File: config.mk
export PLATFORM = sky130hd
export DESIGN_NAME = mem_stage_flat
export DESIGN_NICKNAME = d
export VERILOG_FILES = /design/src/rtl/mem_stage_pkg.sv /design/src/rtl/mem_stage_if.sv /design/src/rtl/mem_stage_req_fsm.sv /design/src/rtl/mem_stage.sv /design/src/flat_wrapper.sv
export SDC_FILE = /design/constraint.sdc
export NUM_CORES = 1
export LEC_CHECK = 0
export CELL_PAD_IN_SITES_DETAIL_PLACEMENT = 0
export CELL_PAD_IN_SITES_GLOBAL_PLACEMENT = 1
export CORE_MARGIN = 4
export CORE_UTILIZATION = 31
export DETAILED_ROUTE_END_ITERATION = 10
export GPL_ROUTABILITY_DRIVEN = 0
export HOLD_SLACK_MARGIN = 0.15
export PLACE_DENSITY = 0.81
export SLEW_MARGIN = 5
export SYNTH_ARGS = -nofsm -noshare
export SYNTH_HDL_FRONTEND = slang
export SYNTH_SLANG_ARGS = --single-unit
File: constraint.sdc
create_clock -name clk -period 2.3 [get_ports clk]
set_input_delay 0.345 -clock clk [delete_from_list [all_inputs] [get_ports clk]]
set_output_delay 0.345 -clock clk [all_outputs]
set_load 0.01 [all_outputs]
File: src/rtl/mem_stage_pkg.sv
// Shared types and constants for the memory pipeline stage.
package mem_stage_pkg;

    localparam int DATA_W          = 16;
    localparam int ADDR_W          = 16;
    localparam int REG_W           = 4;
    localparam int CNT_W           = 4;
    localparam int DEFAULT_TIMEOUT = 15;

    typedef enum logic [1:0] {
        IDLE   = 2'd0,
        WAIT   = 2'd1,
        RETIRE = 2'd2
    } state_t;

endpackage

File: src/rtl/mem_stage_if.sv
// Execute-side input, data-memory request/response and writeback bundle for mem_stage.
interface mem_stage_if;
    import mem_stage_pkg::*;

    logic              ex_valid;
    logic              ex_ready;
    logic [DATA_W-1:0] ex_alu_out;
    logic [DATA_W-1:0] ex_store_data;
    logic              ex_mem_rd;
    logic              ex_mem_wr;
    logic              ex_wb_en;
    logic [REG_W-1:0]  ex_wb_reg;

    logic              dmem_req;
    logic              dmem_we;
    logic [ADDR_W-1:0] dmem_addr;
    logic [DATA_W-1:0] dmem_wdata;
    logic              dmem_ack;
    logic [DATA_W-1:0] dmem_rdata;

    logic              wb_valid;
    logic              wb_en;
    logic [REG_W-1:0]  wb_reg;
    logic [DATA_W-1:0] wb_data;
    logic              mem_err;

    // master: the surrounding pipeline and memory; slave: the stage itself
    modport master (
        output ex_valid, ex_alu_out, ex_store_data, ex_mem_rd, ex_mem_wr, ex_wb_en, ex_wb_reg,
        output dmem_ack, dmem_rdata,
        input  ex_ready, dmem_req, dmem_we, dmem_addr, dmem_wdata,
        input  wb_valid, wb_en, wb_reg, wb_data, mem_err
    );

    modport slave (
        input  ex_valid, ex_alu_out, ex_store_data, ex_mem_rd, ex_mem_wr, ex_wb_en, ex_wb_reg,
        input  dmem_ack, dmem_rdata,
        output ex_ready, dmem_req, dmem_we, dmem_addr, dmem_wdata,
        output wb_valid, wb_en, wb_reg, wb_data, mem_err
    );

endinterface

File: src/rtl/mem_stage_req_fsm.sv
// IDLE/WAIT/RETIRE sequencer with wait-cycle counter; one op in flight, ready only in IDLE.
// Emits single-cycle events (ack taken, timeout, rd+wr conflict) for the datapath.
module mem_req_fsm
    import mem_stage_pkg::*;
#(
    parameter int TIMEOUT = DEFAULT_TIMEOUT
) (
    input  logic clk,
    input  logic rst,
    input  logic i_ex_valid,
    input  logic i_mem_rd,
    input  logic i_mem_wr,
    input  logic i_dmem_ack,
    output logic o_ex_ready,
    output logic o_dmem_req,
    output logic o_ack_take,
    output logic o_timeout,
    output logic o_both_err
);

    localparam logic [CNT_W-1:0] LAST_CNT = CNT_W'(TIMEOUT - 1);

    state_t           r_state;
    state_t           w_next_state;
    logic [CNT_W-1:0] r_wait_cnt;
    logic [CNT_W-1:0] w_wait_cnt_next;

    always_ff @(posedge clk or posedge rst) begin
        if (rst) begin
            r_state    <= IDLE;
            r_wait_cnt <= '0;
        end else begin
            r_state    <= w_next_state;
            r_wait_cnt <= w_wait_cnt_next;
        end
    end

    always_comb begin
        w_next_state    = r_state;
        w_wait_cnt_next = r_wait_cnt;
        case (r_state)
            IDLE: begin
                if (i_ex_valid) begin
                    if (i_mem_rd ^ i_mem_wr) begin
                        w_next_state    = WAIT;
                        w_wait_cnt_next = '0;
                    end else begin
                        w_next_state = RETIRE;
                    end
                end
            end
            WAIT: begin
                if (i_dmem_ack) begin
                    w_next_state = RETIRE;
                end else begin
                    // counter lands on TIMEOUT on the same edge the stage gives up
                    w_wait_cnt_next = r_wait_cnt + 1'b1;
                    if (r_wait_cnt == LAST_CNT) begin
                        w_next_state = RETIRE;
                    end
                end
            end
            RETIRE:  w_next_state = IDLE;
            default: w_next_state = IDLE;
        endcase
    end

    always_comb begin
        o_ex_ready = (r_state == IDLE);
        o_dmem_req = (r_state == WAIT);
        o_ack_take = (r_state == WAIT) && i_dmem_ack;
        o_timeout  = (r_state == WAIT) && !i_dmem_ack && (r_wait_cnt == LAST_CNT);
        o_both_err = (r_state == IDLE) && i_ex_valid && i_mem_rd && i_mem_wr;
    end

endmodule

File: src/rtl/mem_stage.sv
// Memory pipeline stage: non-memory ops retire in 1 cycle, loads/stores 1 cycle after ack.
// Accepts a new op only in IDLE; upstream holds ex_valid until ex_ready.
module mem_stage
    import mem_stage_pkg::*;
#(
    parameter int TIMEOUT = DEFAULT_TIMEOUT
) (
    input  logic          clk,
    input  logic          rst,
    mem_stage_if.slave    io_mem
);

    logic w_ex_ready;
    logic w_dmem_req;
    logic w_ack_take;
    logic w_timeout;
    logic w_both_err;
    logic w_xfer;

    logic              r_dmem_we;
    logic [ADDR_W-1:0] r_dmem_addr;
    logic [DATA_W-1:0] r_dmem_wdata;
    logic              r_is_load;
    logic              r_pend_wb_en;
    logic [REG_W-1:0]  r_pend_wb_reg;
    logic              r_wb_en;
    logic [REG_W-1:0]  r_wb_reg;
    logic [DATA_W-1:0] r_wb_data;
    logic              r_mem_err;

    mem_req_fsm #(.TIMEOUT(TIMEOUT)) u_fsm (
        .clk        (clk),
        .rst        (rst),
        .i_ex_valid (io_mem.ex_valid),
        .i_mem_rd   (io_mem.ex_mem_rd),
        .i_mem_wr   (io_mem.ex_mem_wr),
        .i_dmem_ack (io_mem.dmem_ack),
        .o_ex_ready (w_ex_ready),
        .o_dmem_req (w_dmem_req),
        .o_ack_take (w_ack_take),
        .o_timeout  (w_timeout),
        .o_both_err (w_both_err)
    );

    assign w_xfer = io_mem.ex_valid && w_ex_ready;

    // writeback outputs only change on the edge into RETIRE, so they hold otherwise
    always_ff @(posedge clk or posedge rst) begin
        if (rst) begin
            r_dmem_we     <= 1'b0;
            r_dmem_addr   <= '0;
            r_dmem_wdata  <= '0;
            r_is_load     <= 1'b0;
            r_pend_wb_en  <= 1'b0;
            r_pend_wb_reg <= '0;
            r_wb_en       <= 1'b0;
            r_wb_reg      <= '0;
            r_wb_data     <= '0;
            r_mem_err     <= 1'b0;
        end else begin
            if (w_xfer) begin
                r_is_load     <= io_mem.ex_mem_rd;
                r_pend_wb_en  <= io_mem.ex_wb_en;
                r_pend_wb_reg <= io_mem.ex_wb_reg;
                if (io_mem.ex_mem_rd ^ io_mem.ex_mem_wr) begin
                    r_dmem_addr  <= {io_mem.ex_alu_out[ADDR_W-1:1], 1'b0};
                    r_dmem_wdata <= io_mem.ex_store_data;
                    r_dmem_we    <= io_mem.ex_mem_wr;
                end else begin
                    r_wb_en  <= io_mem.ex_wb_en && !io_mem.ex_mem_rd;
                    r_wb_reg <= io_mem.ex_wb_reg;
                    if (!io_mem.ex_mem_rd) begin
                        r_wb_data <= io_mem.ex_alu_out;
                    end
                end
            end
            if (w_ack_take) begin
                r_wb_en  <= r_is_load && r_pend_wb_en;
                r_wb_reg <= r_pend_wb_reg;
                if (r_is_load) begin
                    r_wb_data <= io_mem.dmem_rdata;
                end
            end
            if (w_timeout) begin
                r_wb_en  <= 1'b0;
                r_wb_reg <= r_pend_wb_reg;
            end
            if (w_timeout || w_both_err) begin
                r_mem_err <= 1'b1;
            end
        end
    end

    assign io_mem.ex_ready   = w_ex_ready;
    assign io_mem.dmem_req   = w_dmem_req;
    assign io_mem.dmem_we    = r_dmem_we;
    assign io_mem.dmem_addr  = r_dmem_addr;
    assign io_mem.dmem_wdata = r_dmem_wdata;
    assign io_mem.wb_valid   = !w_ex_ready && !w_dmem_req;
    assign io_mem.wb_en      = r_wb_en;
    assign io_mem.wb_reg     = r_wb_reg;
    assign io_mem.wb_data    = r_wb_data;
    assign io_mem.mem_err    = r_mem_err;

endmodule

File: src/flat_wrapper.sv
// flat-port wrapper written by rule: the top's interface ports become plain ports
module mem_stage_flat import mem_stage_pkg::*;
#(
    parameter int TIMEOUT = DEFAULT_TIMEOUT
)
  (clk, rst, io_mem_ex_valid, io_mem_ex_alu_out, io_mem_ex_store_data, io_mem_ex_mem_rd, io_mem_ex_mem_wr, io_mem_ex_wb_en, io_mem_ex_wb_reg, io_mem_dmem_ack, io_mem_dmem_rdata, io_mem_ex_ready, io_mem_dmem_req, io_mem_dmem_we, io_mem_dmem_addr, io_mem_dmem_wdata, io_mem_wb_valid, io_mem_wb_en, io_mem_wb_reg, io_mem_wb_data, io_mem_mem_err);
  mem_stage_if io_mem_i ();
  input  logic clk;
  input  logic rst;
  input wire logic [$bits(io_mem_i.ex_valid)-1:0] io_mem_ex_valid;
  input wire logic [$bits(io_mem_i.ex_alu_out)-1:0] io_mem_ex_alu_out;
  input wire logic [$bits(io_mem_i.ex_store_data)-1:0] io_mem_ex_store_data;
  input wire logic [$bits(io_mem_i.ex_mem_rd)-1:0] io_mem_ex_mem_rd;
  input wire logic [$bits(io_mem_i.ex_mem_wr)-1:0] io_mem_ex_mem_wr;
  input wire logic [$bits(io_mem_i.ex_wb_en)-1:0] io_mem_ex_wb_en;
  input wire logic [$bits(io_mem_i.ex_wb_reg)-1:0] io_mem_ex_wb_reg;
  input wire logic [$bits(io_mem_i.dmem_ack)-1:0] io_mem_dmem_ack;
  input wire logic [$bits(io_mem_i.dmem_rdata)-1:0] io_mem_dmem_rdata;
  output wire logic [$bits(io_mem_i.ex_ready)-1:0] io_mem_ex_ready;
  output wire logic [$bits(io_mem_i.dmem_req)-1:0] io_mem_dmem_req;
  output wire logic [$bits(io_mem_i.dmem_we)-1:0] io_mem_dmem_we;
  output wire logic [$bits(io_mem_i.dmem_addr)-1:0] io_mem_dmem_addr;
  output wire logic [$bits(io_mem_i.dmem_wdata)-1:0] io_mem_dmem_wdata;
  output wire logic [$bits(io_mem_i.wb_valid)-1:0] io_mem_wb_valid;
  output wire logic [$bits(io_mem_i.wb_en)-1:0] io_mem_wb_en;
  output wire logic [$bits(io_mem_i.wb_reg)-1:0] io_mem_wb_reg;
  output wire logic [$bits(io_mem_i.wb_data)-1:0] io_mem_wb_data;
  output wire logic [$bits(io_mem_i.mem_err)-1:0] io_mem_mem_err;
  assign io_mem_i.ex_valid = io_mem_ex_valid;
  assign io_mem_i.ex_alu_out = io_mem_ex_alu_out;
  assign io_mem_i.ex_store_data = io_mem_ex_store_data;
  assign io_mem_i.ex_mem_rd = io_mem_ex_mem_rd;
  assign io_mem_i.ex_mem_wr = io_mem_ex_mem_wr;
  assign io_mem_i.ex_wb_en = io_mem_ex_wb_en;
  assign io_mem_i.ex_wb_reg = io_mem_ex_wb_reg;
  assign io_mem_i.dmem_ack = io_mem_dmem_ack;
  assign io_mem_i.dmem_rdata = io_mem_dmem_rdata;
  assign io_mem_ex_ready = io_mem_i.ex_ready;
  assign io_mem_dmem_req = io_mem_i.dmem_req;
  assign io_mem_dmem_we = io_mem_i.dmem_we;
  assign io_mem_dmem_addr = io_mem_i.dmem_addr;
  assign io_mem_dmem_wdata = io_mem_i.dmem_wdata;
  assign io_mem_wb_valid = io_mem_i.wb_valid;
  assign io_mem_wb_en = io_mem_i.wb_en;
  assign io_mem_wb_reg = io_mem_i.wb_reg;
  assign io_mem_wb_data = io_mem_i.wb_data;
  assign io_mem_mem_err = io_mem_i.mem_err;
  mem_stage #(.TIMEOUT(TIMEOUT)) u_core (.clk(clk), .rst(rst), .io_mem(io_mem_i));
endmodule
==> metrics.txt <==
result of the run=completed; pin count of the biggest net entering global routing=67; post-route standard cell area excluding fillers=4410 um2; DIE HEIGHT=104 um; cell at the root of the clock tree=sky130_fd_sc_hd__clkbuf_8; CP max FO=7; number of nets still failing antenna checks after routing=0; cts-stage hold buffer count=0; overflow left after global routing=0; sequential area share after synthesis=58.3%; cell types occupying the most area after synthesis=sky130_fd_sc_hd__dfrtp_1 (58%), sky130_fd_sc_hd__nand2_1 (15%), sky130_fd_sc_hd__mux2i_1 (6.0%), sky130_fd_sc_hd__a21oi_1 (3.2%), sky130_fd_sc_hd__nor2_1 (2.9%); count of H-tree levels built during CTS=3; Period Utilization, post-route=88.0%; initial antenna violation count=0; Post-Syn Instances=295; first-pass GRT wire length=12600 um; Core ar.=8810 um2; met2 WL=3520 um; DP Worst Slack=59.4 ps; post-synthesis cell type count=34; Worst VDD drop=0.000510 V; xor and xnor area share after synthesis=1.19%; via total after detailed routing=2427; count of flip-flops with a built-in enable after synthesis=0; worst-case register-to-register setup slack=440 ps; Placed Instance Area=4170 um2; Max Clk Rate=494 MHz; multiplexer share of the synthesized area=6.40%; Synth Area in Adders=0.883%; RSZ-0062 raised after global routing=false; Final Hold Violating Endpoints=0; number of DRC violations after detailed routing=0; FF+latch count, synth=66; setup TNS=0 ps; die area=10700 um2; Die W=104 um; ports placed on the boundary=117; fin nets=476; Synth top cells by count=sky130_fd_sc_hd__nand2_1 (111), sky130_fd_sc_hd__dfrtp_1 (66), sky130_fd_sc_hd__nor2_1 (22); number of CTS-inserted buffers=9; total power after layout=5.34 mW; clock latency on the worst-skew pair=330 ps; final cell utilization of the core=50.1%; simple logic cell fraction of the synthesized area=21.4%; Num Clock Sinks=66; top layer used by detailed routing=met4; GR Util All Layers=14.3%; Cells after DPL=512; count of cells along the worst register-to-register path=5; average cell area after synthesis=9.61 um2; Most used DFF post-synth=sky130_fd_sc_hd__dfrtp_1; compound-cell area share of the yosys netlist=7.81%; Longest Clk Path Bufs=2; Mapped Nets=356; dominant combinational cell family by area after synthesis=simple AND/OR/NAND/NOR gates; CTS tree=built; sum of routed wire segments on met1=3370 um; area grow syn2layout=55.6%; via count of the first global-routing pass=2491; # resized after CTS=0; layout cells sized above 1=8.33%; DP Wirelength=5250 um; total number of placement rows=34; Yosys warning total=0; met3 layer wire length in the routed design=487 um; smallest hold slack=418 ps; sort of element at the end of the critical path=output port; fin. max-slew vios=0; post-route minimum period=2020 ps; count of max-cap constraint violations=0; fraction of post-synthesis cell area in the top cell type by area=58.3%; mean number of vias per cell=4.60; Crit Path Category=register to output port; Worst Hold Class=primary input to async pin; post-synth top area cell=sky130_fd_sc_hd__dfrtp_1; Async SR Flop Fraction=100%; Syn Std Cell Area=2830 um2; worst relative slew slack=62.7%; critical path launch point=u_core.u_fsm.r_state[1]; final routed wire length divided by cell count=14.1 um; post-CTS setup repair buffer count=0; slew at the pin with the worst max-slew slack=554 ps; total power divided by cell area=1210 nW/um2; number of buffer cells added on primary ports=115; final-report setup violation count=0; non-filler cells, final=528; Data required, critical path=1960 ps; DR pass1 iterations=4; clock transition at the registers of the reported paths=70 ps; Worst EP arrival=1680 ps; Fillers=846; Routed WL=7430 um; Starting Density=32.2%; Fin Clk Skew=6.35 ps; initial drt markers=79; crit path setup slack, layout=276 ps; most instantiated library cell after synthesis=sky130_fd_sc_hd__nand2_1; Antenna diodes=0; startpoint of the worst-slack reg-to-reg timing path=u_core.u_fsm.r_state[1]; type of origin of the critical path=register; standby leakage power=2.01 nW
placed cells by master (no fill, tap or decap), types with 2 or more instances in the layout:
cell type and n:
sky130_fd_sc_hd__a21oi_1 18, sky130_fd_sc_hd__clkdlybuf4s50_1 115, sky130_fd_sc_hd__mux2i_1 17, sky130_fd_sc_hd__buf_12 4, sky130_fd_sc_hd__nand3_1 3, sky130_fd_sc_hd__bufinv_16 2
sky130_fd_sc_hd__nor2_1 21, sky130_fd_sc_hd__a221o_1 4, sky130_fd_sc_hd__ha_1 2, sky130_fd_sc_hd__buf_4 7, sky130_fd_sc_hd__inv_1 6, sky130_fd_sc_hd__dfrtp_1 66
sky130_fd_sc_hd__nand2_1 111, sky130_fd_sc_hd__xnor2_1 2, sky130_fd_sc_hd__a311o_1 2, sky130_fd_sc_hd__and3_1 4, sky130_fd_sc_hd__o21ai_0 3, sky130_fd_sc_hd__clkbuf_8 12
per-layer routing:
| layer | up-vias | global-route usage (%) |
|---|---|---|
| li1 | 1196 | - |
| met4 | 0 | 3.99 |
| met5 | - | 0 |
| met1 | 1136 | 18.5 |
| met3 | 7 | 4.98 |
| met2 | 88 | 22.7 |
final cells by class:
| class | instances | area [um2] | share of cell area [%] |
|---|---|---|---|
| multi-input combinational | 205 | 1070 | 24.4 |
| clock buffer | 12 | 165 | 3.75 |
| tap | 108 | 135 | 3.06 |
| sequential | 66 | 1650 | 37.5 |
| clock inverter | 4 | 72.6 | 1.65 |
| timing repair buffer | 126 | 1280 | 29.1 |
| inverter | 7 | 26.3 | 0.596 |
cell families after synthesis:
kind of cell	count (synthesis)
flops	66
xor+xnor	3
fa+ha+maj	2
mux	18
compound gates	33
other cells	1
simple gates	148
buf+inv	24
where the power goes:
group	internal, mW	switching (mW)	total [mW]
clock network	0.698	0.435	1.13
logic	1.26	0.935	2.20
registers	1.70	0.311	2.01
worst max-delay path, stage by stage, from the launching register on:
cell                              delay (ps)
sky130_fd_sc_hd__dfrtp_1                 460
sky130_fd_sc_hd__nor2_1                  280
sky130_fd_sc_hd__clkdlybuf4s50_1         610
worst paths after layout:
check,endpoint
max in group asynchronous,u_core.u_fsm.r_wait_cnt[3]
min,u_core.io_mem.dmem_wdata[6]
min in group clk,u_core.io_mem.dmem_addr[14]
min reg2reg,u_core.io_mem.dmem_addr[14]
max reg2reg,u_core.io_mem.wb_data[7]
max,io_mem_ex_ready
Note: power is estimated with default switching activity, not from simulation.
